**src/rtl/lcd_pkg.sv**
```systemverilog
// Shared types and constants for the LCD write-channel arbiter.
package lcd_pkg;

    typedef enum logic [1:0] {
        IDLE  = 2'd0,
        SEND  = 2'd1,
        GUARD = 2'd2,
        WAIT  = 2'd3
    } lcd_arb_state_t;

    localparam int LCD_REQ_REFRESH  = 0;
    localparam int LCD_REQ_GRAPH    = 1;
    localparam int LCD_REQ_CHAR     = 2;
    localparam int LCD_GUARD_CYCLES = 2;

    function automatic logic [15:0] sat_inc16(input logic [15:0] v);
        return (v == 16'hFFFF) ? v : v + 16'd1;
    endfunction

endpackage

```
**src/rtl/lcd_arb_pick.sv**
```systemverilog
// Combinational one-hot winner search starting at ptr_i and wrapping around.
// Fixed priority is the same search with ptr_i tied to 0.
module lcd_arb_pick
    import lcd_pkg::*;
#(
    parameter int NUM_REQ = 3,
    parameter int PW      = 2
) (
    input  logic [NUM_REQ-1:0] req_i,
    input  logic [PW-1:0]      ptr_i,
    output logic [NUM_REQ-1:0] gnt_o
);

    logic          found;
    logic [PW-1:0] sel;

    // Wrap-around scan: the first requester at or after the pointer wins.
    always_comb begin
        gnt_o = '0;
        found = 1'b0;
        sel   = '0;
        for (int k = 0; k < NUM_REQ; k++) begin
            sel = PW'((int'(ptr_i) + k) % NUM_REQ);
            if (!found && req_i[sel]) begin
                gnt_o[sel] = 1'b1;
                found      = 1'b1;
            end else begin
                found = found;
            end
        end
    end

endmodule

```
**src/rtl/lcd_write_arbiter.sv**
```systemverilog
// Burst-locked arbiter for the lcd_id write channel with a post-dispatch guard.
// Define LCD_ARB_RR_EN for round-robin selection; default is fixed priority.
module lcd_write_arbiter
    import lcd_pkg::*;
#(
    parameter int NUM_REQ      = 3,
    parameter int GUARD_CYCLES = LCD_GUARD_CYCLES
) (
    input  logic                  pclk,
    input  logic                  rst_n,
    input  logic [NUM_REQ-1:0]    req_valid,
    input  logic [NUM_REQ*32-1:0] req_data,
    input  logic [NUM_REQ*32-1:0] req_addr,
    input  logic [NUM_REQ-1:0]    req_rs,
    input  logic [NUM_REQ-1:0]    req_last,
    output logic [NUM_REQ-1:0]    req_ready,
    input  logic                  write_ok,
    output logic [31:0]           buffer_data,
    output logic [31:0]           buffer_addr,
    output logic                  rs_o,
    output logic                  data_valid,
    output logic [NUM_REQ-1:0]    grant_o,
    output logic                  busy,
    output logic [15:0]           word_cnt
);

    localparam int PW = (NUM_REQ > 1) ? $clog2(NUM_REQ) : 1;

    lcd_arb_state_t     state_q, state_d;
    logic [3:0]         guard_q, guard_d;
    logic [NUM_REQ-1:0] grant_q, grant_d;
    logic               last_q, last_d;
    logic [31:0]        data_q, data_d;
    logic [31:0]        addr_q, addr_d;
    logic               rs_q, rs_d;
    logic               dv_q, dv_d;
    logic               busy_q;
    logic [15:0]        cnt_q, cnt_d;

    logic [NUM_REQ-1:0] win_oh;
    logic [NUM_REQ-1:0] cap_sel;
    logic               new_burst;
    logic [31:0]        sel_data, sel_addr;
    logic [PW-1:0]      pick_ptr;

    lcd_arb_pick #(
        .NUM_REQ (NUM_REQ),
        .PW      (PW)
    ) u_pick (
        .req_i (req_valid),
        .ptr_i (pick_ptr),
        .gnt_o (win_oh)
    );

`ifdef LCD_ARB_RR_EN
    logic [PW-1:0] ptr_q, ptr_d, win_idx;

    // Next search starts just after the requester that won the newest burst.
    always_comb begin
        win_idx = '0;
        for (int i = 0; i < NUM_REQ; i++) begin
            win_idx = win_oh[i] ? PW'(i) : win_idx;
        end
        if (new_burst) begin
            ptr_d = (win_idx == PW'(NUM_REQ - 1)) ? '0 : win_idx + PW'(1);
        end else begin
            ptr_d = ptr_q;
        end
    end

    // Round-robin pointer register.
    always_ff @(posedge pclk) begin
        if (!rst_n) begin
            ptr_q <= '0;
        end else begin
            ptr_q <= ptr_d;
        end
    end

    assign pick_ptr = ptr_q;
`else
    assign pick_ptr = '0;
`endif

    // Channel FSM: capture only from IDLE/WAIT, so write_ok is never seen during SEND/GUARD.
    always_comb begin
        state_d   = state_q;
        guard_d   = guard_q;
        grant_d   = grant_q;
        last_d    = last_q;
        data_d    = data_q;
        addr_d    = addr_q;
        rs_d      = rs_q;
        cnt_d     = cnt_q;
        dv_d      = 1'b0;
        cap_sel   = '0;
        new_burst = 1'b0;
        sel_data  = 32'd0;
        sel_addr  = 32'd0;
        case (state_q)
            IDLE: begin
                if (write_ok && (|req_valid)) begin
                    new_burst = 1'b1;
                    cap_sel   = win_oh;
                end else begin
                    state_d = IDLE;
                end
            end
            SEND: begin
                state_d = GUARD;
                guard_d = 4'd0;
                cnt_d   = sat_inc16(cnt_q);
            end
            GUARD: begin
                if (guard_q == 4'(GUARD_CYCLES - 1)) begin
                    state_d = WAIT;
                end else begin
                    guard_d = guard_q + 4'd1;
                end
            end
            WAIT: begin
                if (!write_ok) begin
                    state_d = WAIT;
                end else if (last_q) begin
                    if (|req_valid) begin
                        new_burst = 1'b1;
                        cap_sel   = win_oh;
                    end else begin
                        state_d = IDLE;
                        grant_d = '0;
                    end
                end else if (|(req_valid & grant_q)) begin
                    cap_sel = grant_q;
                end else begin
                    state_d = WAIT;
                end
            end
            default: begin
                state_d = IDLE;
                grant_d = '0;
            end
        endcase

        for (int i = 0; i < NUM_REQ; i++) begin
            sel_data = sel_data | (req_data[i*32 +: 32] & {32{cap_sel[i]}});
            sel_addr = sel_addr | (req_addr[i*32 +: 32] & {32{cap_sel[i]}});
        end

        if (|cap_sel) begin
            state_d = SEND;
            dv_d    = 1'b1;
            data_d  = sel_data;
            addr_d  = sel_addr;
            rs_d    = |(req_rs & cap_sel);
            last_d  = |(req_last & cap_sel);
            if (new_burst) begin
                grant_d = win_oh;
                cnt_d   = 16'd0;
            end else begin
                grant_d = grant_q;
            end
        end else begin
            dv_d = 1'b0;
        end
    end

    // State and output registers.
    always_ff @(posedge pclk) begin
        if (!rst_n) begin
            state_q <= IDLE;
            guard_q <= 4'd0;
            grant_q <= '0;
            last_q  <= 1'b0;
            data_q  <= 32'd0;
            addr_q  <= 32'd0;
            rs_q    <= 1'b0;
            dv_q    <= 1'b0;
            busy_q  <= 1'b0;
            cnt_q   <= 16'd0;
        end else begin
            state_q <= state_d;
            guard_q <= guard_d;
            grant_q <= grant_d;
            last_q  <= last_d;
            data_q  <= data_d;
            addr_q  <= addr_d;
            rs_q    <= rs_d;
            dv_q    <= dv_d;
            busy_q  <= (state_d != IDLE);
            cnt_q   <= cnt_d;
        end
    end

    assign req_ready   = rst_n ? cap_sel : '0;
    assign buffer_data = data_q;
    assign buffer_addr = addr_q;
    assign rs_o        = rs_q;
    assign data_valid  = dv_q;
    assign grant_o     = grant_q;
    assign busy        = busy_q;
    assign word_cnt    = cnt_q;

endmodule

```
**config.mk**
```make
export PLATFORM = sky130hd
export DESIGN_NAME = lcd_write_arbiter
export DESIGN_NICKNAME = d
export VERILOG_FILES = /design/src/rtl/lcd_pkg.sv /design/src/rtl/lcd_arb_pick.sv /design/src/rtl/lcd_write_arbiter.sv
export SDC_FILE = /design/constraint.sdc
export NUM_CORES = 1
export LEC_CHECK = 0
export BUFFER_PORTS_ARGS = -buffer_cell sky130_fd_sc_hd__buf_2
export CORE_AREA = 2 2 114 116
export DETAILED_ROUTE_END_ITERATION = 8
export DIE_AREA = 0 0 116 118
export HOLD_SLACK_MARGIN = 0.05
export PLACE_DENSITY_LB_ADDON = 0.3
export SKIP_CTS_REPAIR_TIMING = 1
export SYNTH_ARGS = -nofsm -noshare
export SYNTH_HDL_FRONTEND = slang
export SYNTH_SLANG_ARGS = --single-unit
```
**constraint.sdc**
```tcl
create_clock -name pclk -period 3 [get_ports pclk]
set_input_delay 0.45 -clock pclk [delete_from_list [all_inputs] [get_ports pclk]]
set_output_delay 0.45 -clock pclk [all_outputs]
set_load 0.02 [all_outputs]
```
# --- Word level (Yosys, flattened, before mapping) ---
# Cells that the tools add are included.
word_totals:
  register_bits: 93
  in_bits: 204
  out_inout_bits: 89
  elab_cells: 89
op_classes:
  addsub: 2
  n_eq_ne: 8
  muxes: 38
  n_bitwise: 13
  reduce_logical: 18
ops:
  columns: ["operator", "n"]
  rows:
  - ["32-bit bitwise AND", 6]
  - ["32-bit bitwise OR", 4]
  - ["16-bit 2-to-1 mux", 4]
  - ["3-bit 2-to-1 mux", 13]
  - ["16-bit by 1-bit adder with 16-bit output (second input constant)", 1]
  - ["16-bit equality test (second input constant)", 1]
  - ["2-bit 2-to-1 mux", 8]
  - ["3-bit OR reduction", 5]
  - ["2-bit nonzero test", 5]
  - ["3-bit bitwise AND", 3]
  - ["1-bit 2-to-1 mux", 8]
  - ["2-bit case mux with 4 select lines", 1]
  - ["4-bit case mux with 2 select lines", 1]
  - ["3-bit case mux with 2 select lines", 1]
  - ["5-bit AND reduction", 1]
  - ["4-bit by 1-bit adder with 4-bit output (second input constant)", 1]
  - ["2-bit equality test (second input constant)", 2]
  - ["4-bit by 1-bit equality test with 1-bit output (second input constant)", 1]
  - ["4-bit 2-to-1 mux", 1]
  - ["2-bit inequality test (second input constant)", 2]
  - ["1-bit logical AND", 3]
  - ["2-bit by 1-bit equality test with 1-bit output (second input constant)", 1]
  - ["1-bit zero test", 2]
  - ["2-bit zero test", 1]
  - ["other kinds (3)", 3]

# --- Depth between registers and ports, before layout ---
logic_depth:
  depth_word: 14
  depth_mapped: 10
  ltp_nobuf: 7

# --- Modules after synthesis ---
# A second synthesis with hierarchy kept.
hier_totals:
  cells_unflattened: 601
  area_unflattened_um2: 4996.0
by_module_without_submodules:
  columns: ["mod", "instances", "cells_per_inst", "area_per_inst_um2", "seq_area_each_um2"]
  rows:
  - ["lcd_write_arbiter", 1, 565, 4723.3, 1861.8]
  - ["lcd_arb_pick", 1, 36, 272.8, 0.0]

# --- Least setup slack after synthesis ---
# No wires, ideal clock.
synth_timing:
  kind: "register -> output"
  startpoint: "reg state_q[1]"
  endpoint: "out req_ready[2]"
  arrival_ns: 2.071
  required_ns: 2.550
  slack_ns: 0.479
  path_stages_with_launch: 9
  path_buffers: 2
  cell_sequence: "dfxtp_1 > inv_1 > ha_1 > nand2b_1 > nor3b_1 > a22o_1 > buf_2 > clkbuf_1 > and2_1"
synth_via:
  elab_chain_cells: 3
  word_cells_on_any_way: 4
  cone_classes: "1 x eq/ne; 2 x mux; 1 x reduce/logical"
synth_lines:
  columns: ["item", "line_no", "rtl"]
  rows:
  - ["from (decl)", "lcd_write_arbiter.sv:29", "lcd_arb_state_t state_q, state_d;"]
  - ["from (signal assigned)", "lcd_write_arbiter.sv:181", "state_q <= state_d;"]
  - ["2-bit equality test / 2-bit zero test (equally long branches)", "lcd_write_arbiter.sv:100", "case (state_q)"]
  - ["3-bit case mux with 2 select lines *", "lcd_write_arbiter.sv:100", null]
  - ["3-bit 2-to-1 mux *", "lcd_write_arbiter.sv:194", "assign req_ready = rst_n ? cap_sel : '0;"]
  - ["to (decl)", "lcd_write_arbiter.sv:16", "output logic [NUM_REQ-1:0] req_ready,"]
# Every way passes the cells marked *; elsewhere a longest branch is shown, timed or not.

# --- Final worst setup path ---
# Ends and elaborated chain as after synthesis.

==> results.toml <==
[outcome]
status = "finished, violations left"
violations = "design-rule violations"

[yosys]
ys_warn_count = 0
synth_nets = 629
synth_edf_count = 0
synth_top_family_by_area = "compound AO/OA/AOI/OAI gates"
synthXorXnorAreaFrac_pct = 1.03
syn-cell-area_um2 = 4260
synth_top_area_share_pct = 43.7
synth_area_leader_cell = "dfxtp_1"
synth_seq_area_share_pct = 43.7
syn_area_per_cell_um2 = 10.2
yosys_register_bits = 93
synth_compound_area_share_pct = 37.2
synthAdderAreaFrac_pct = 2.06
ys.flop_type = "dfxtp_1"
syn_inst = 418
synth-simple-area-share_pct = 9.25
synthTopCellsByArea = "dfxtp_1 44%, a222oi_1 16%, o2bb2ai_1 14%"
synthMuxAreaShare_pct = 1.20
synth_cell_types = 43
async_flop_share_pct = 0

[power]
switching_share_pct = 26.7
clkPwrFrac_pct = 40.5
power.share.sequential_pct = 40.8
netSwitchingPower_uw = 870
p_int_uw = 2390
p_per_area_nw_per_um2 = 523
combPwrFrac_pct = 18.8
vdd_ir_drop_max_v = 0.000230
leakagePower_uw = 0.00278

[clock_network]
clock_path_buffers = 2
htree_levels = 3
cts_buffers = 9
root_buffer = "clkbuf_16"
clkSlewWorstSetupHoldPaths_ns = 0.07
cts_tree = "done"
cts.sinks = 93
insertion_delay_ns = 0.34

[worst_setup_path]
worstSetupEndpointType = "primary output"
worst-path-buf-inv = 2
required_ns = 2.55
crit_slowest_cell = "dfxtp_1"
worstSetupStartpointType = "flop"
crit_chain = "inv_1 -> ha_1 -> nand2b_1 -> nor3b_2 -> a22o_4 -> and2_1 -> buf_2"
crit_family = "simple AND/OR/NAND/NOR gates"
worst_ep_arrival_time_ns = 2.39
max_stage_delay_ns = 0.42
worstSetupPathType = "flop to primary output"
crit_fanout = 23

[route]
routedWlPerCell_um = 17.4
antenna_left = 0
drc = 9
first_pass_iters = 9
via_per_inst = 5.68
wl_um = 15100
vias = 4926
drt_iter0_drc = 530

[sta]
timing.final.crit_share_pct = 94.5
finClkSkew_ns = 0.00468
worstMarginPinSlew_ns = 0.631
finalCriticalPeriod_ns = 2.84
max_slew_margin_pct = 57.5
rsz0062_at_grt = "no"
finalMaxSlewViolations = 0
finalSetupViolCount = 0
finalHoldViolCount = 0
fin_tns_setup_ns = 0
fmax_mhz = 353

[global_route]
grt_pass1_vias = 4684
antenna_found_initial = 0
grt_pass1_wl_um = 23000
track_usage_pct = 21.2
grt_max_degree = 48
grt_overflow = 0

[die]
die_y_um = 118
dieWidth_um = 116
coreArea_um2 = 12400
initial_core_util_pct = 34.3
die_area_um2 = 13700
rows = 41
ios = 293

[final_layout]
antenna_cells = 0
drive_above_1_share_pct = 47.1
finalInstanceArea_um2 = 6230
fin_nets = 902
areaGrowthSynthToFinish_pct = 46.2

[place]
placed_cell_area_um2 = 5860
dp_hpwl_um = 11100
place_congestion = 0.935
io_buffers = 292

[worst_hold_path]
hold_path.class = "primary input to flop"

[job]
drv_cap = 0
-- worst paths after layout --
| check | startpoint | end | slack, ns | cells after the start |
|---|---|---|---|---|
| worst max-delay path | state_q[1] | req_ready[2] | 0.16 | 7 |
| worst min-delay path | req_data[14] | buffer_data[14] | 0.40 | 3 |
| worst max register to register | state_q[1] | grant_o[0] | 0.48 | 8 |
| worst min register to register | buffer_addr[26] | buffer_addr[26] | 0.46 | 1 |
-- cells in the mapped netlist (4+ instances only) --
library cell,instances
nor2_1,19
clkbuf_1,25
nor3_1,4
nor3b_1,4
nand4_1,5
buf_2,9
o21ai_0,7
inv_1,10
and2_1,4
a211oi_1,4
buf_4,5
dfxtp_1,93
nand3_1,8
a222oi_1,67
ha_1,7
nor2b_1,6
a21oi_1,15
a31oi_1,5
xnor2_1,4
nand2_1,10
o2bb2ai_1,66
mux2i_1,4
-- worst min-delay path: cells and delay by family --
family	cells	cell delay [ns]
buf+inv	1	0.08
compound gates	2	0.18
-- placed cells by master (no fill, tap or decap), drive strengths merged, types with 5 or more instances in the layout --
cell type,n
buf,303
dfxtp,93
a222oi,67
o2bb2ai,66
nor2,19
a21oi,15
inv,11
nand2,10
clkbuf,10
nand3,8
o21ai,7
ha,7
nor2b,6
nand4,5
a31oi,5
-- cell families after synthesis --
| group | after synthesis |
|---|---|
| compound gates | 184 |
| flops | 93 |
| simple gates | 73 |
| buf+inv | 51 |
| fa+ha+maj | 7 |
| xor+xnor | 5 |
| mux | 5 |
-- flip-flops by register name (all words and copies together), names as in the netlist --
| signal | count |
|---|---|
| busy | 1 |
| last_q | 1 |
| buffer_data | 32 |
| state_q | 2 |
| grant_o | 3 |
| data_valid | 1 |
| buffer_addr | 32 |
| rs_o | 1 |
| word_cnt | 16 |
| guard_q | 4 |
-- power groups by stage --
stage / Clock (uW) / Combinational, uW / Sequential [uW]
3_3_place_gp: 0 / 597 / 1350
4_1_cts: 1350 / 610 / 1330
5_1_grt: 1400 / 666 / 1330
2_1_floorplan: 0 / 278 / 1410
3_5_place_dp: 0 / 608 / 1350
6_report: 1320 / 611 / 1330
-- area by class of cell --
type                       instances  area [um2]
tap                              172         215
clock buffer                      10         239
multi-input combinational        274        2200
sequential                        93        1860
fill                            1162        6180
inverter                          10        37.5
timing repair buffer             303        1570
clock inverter                     6         109
-- per-stage QoR --
step | hold WS [ns] | setup slack (ns) | std cells | utilization (%) | power (uW)
finish | 0.398 | 0.164 | 868 | 50.2 | 3260
global placement | 0.440 | 0.350 | 852 | 47.2 | 1950
detailed placement | 0.441 | 0.279 | 852 | 47.2 | 1960
floorplan | 0.484 | 0.479 | 418 | - | 1690
CTS | 0.386 | -0.0667 | 868 | 50.0 | 3290
global route | 0.396 | 0.0584 | 868 | 50.2 | 3400
-- routing by layer --
layer | global-route usage [%] | wire length, um
met1 | 25.3 | 6080
met2 | 37.1 | 7580
met3 | 4.63 | 1230
met4 | 6.99 | 201
met5 | 0 | 0
No activity file was read; power rests on OpenSTA's default activity.
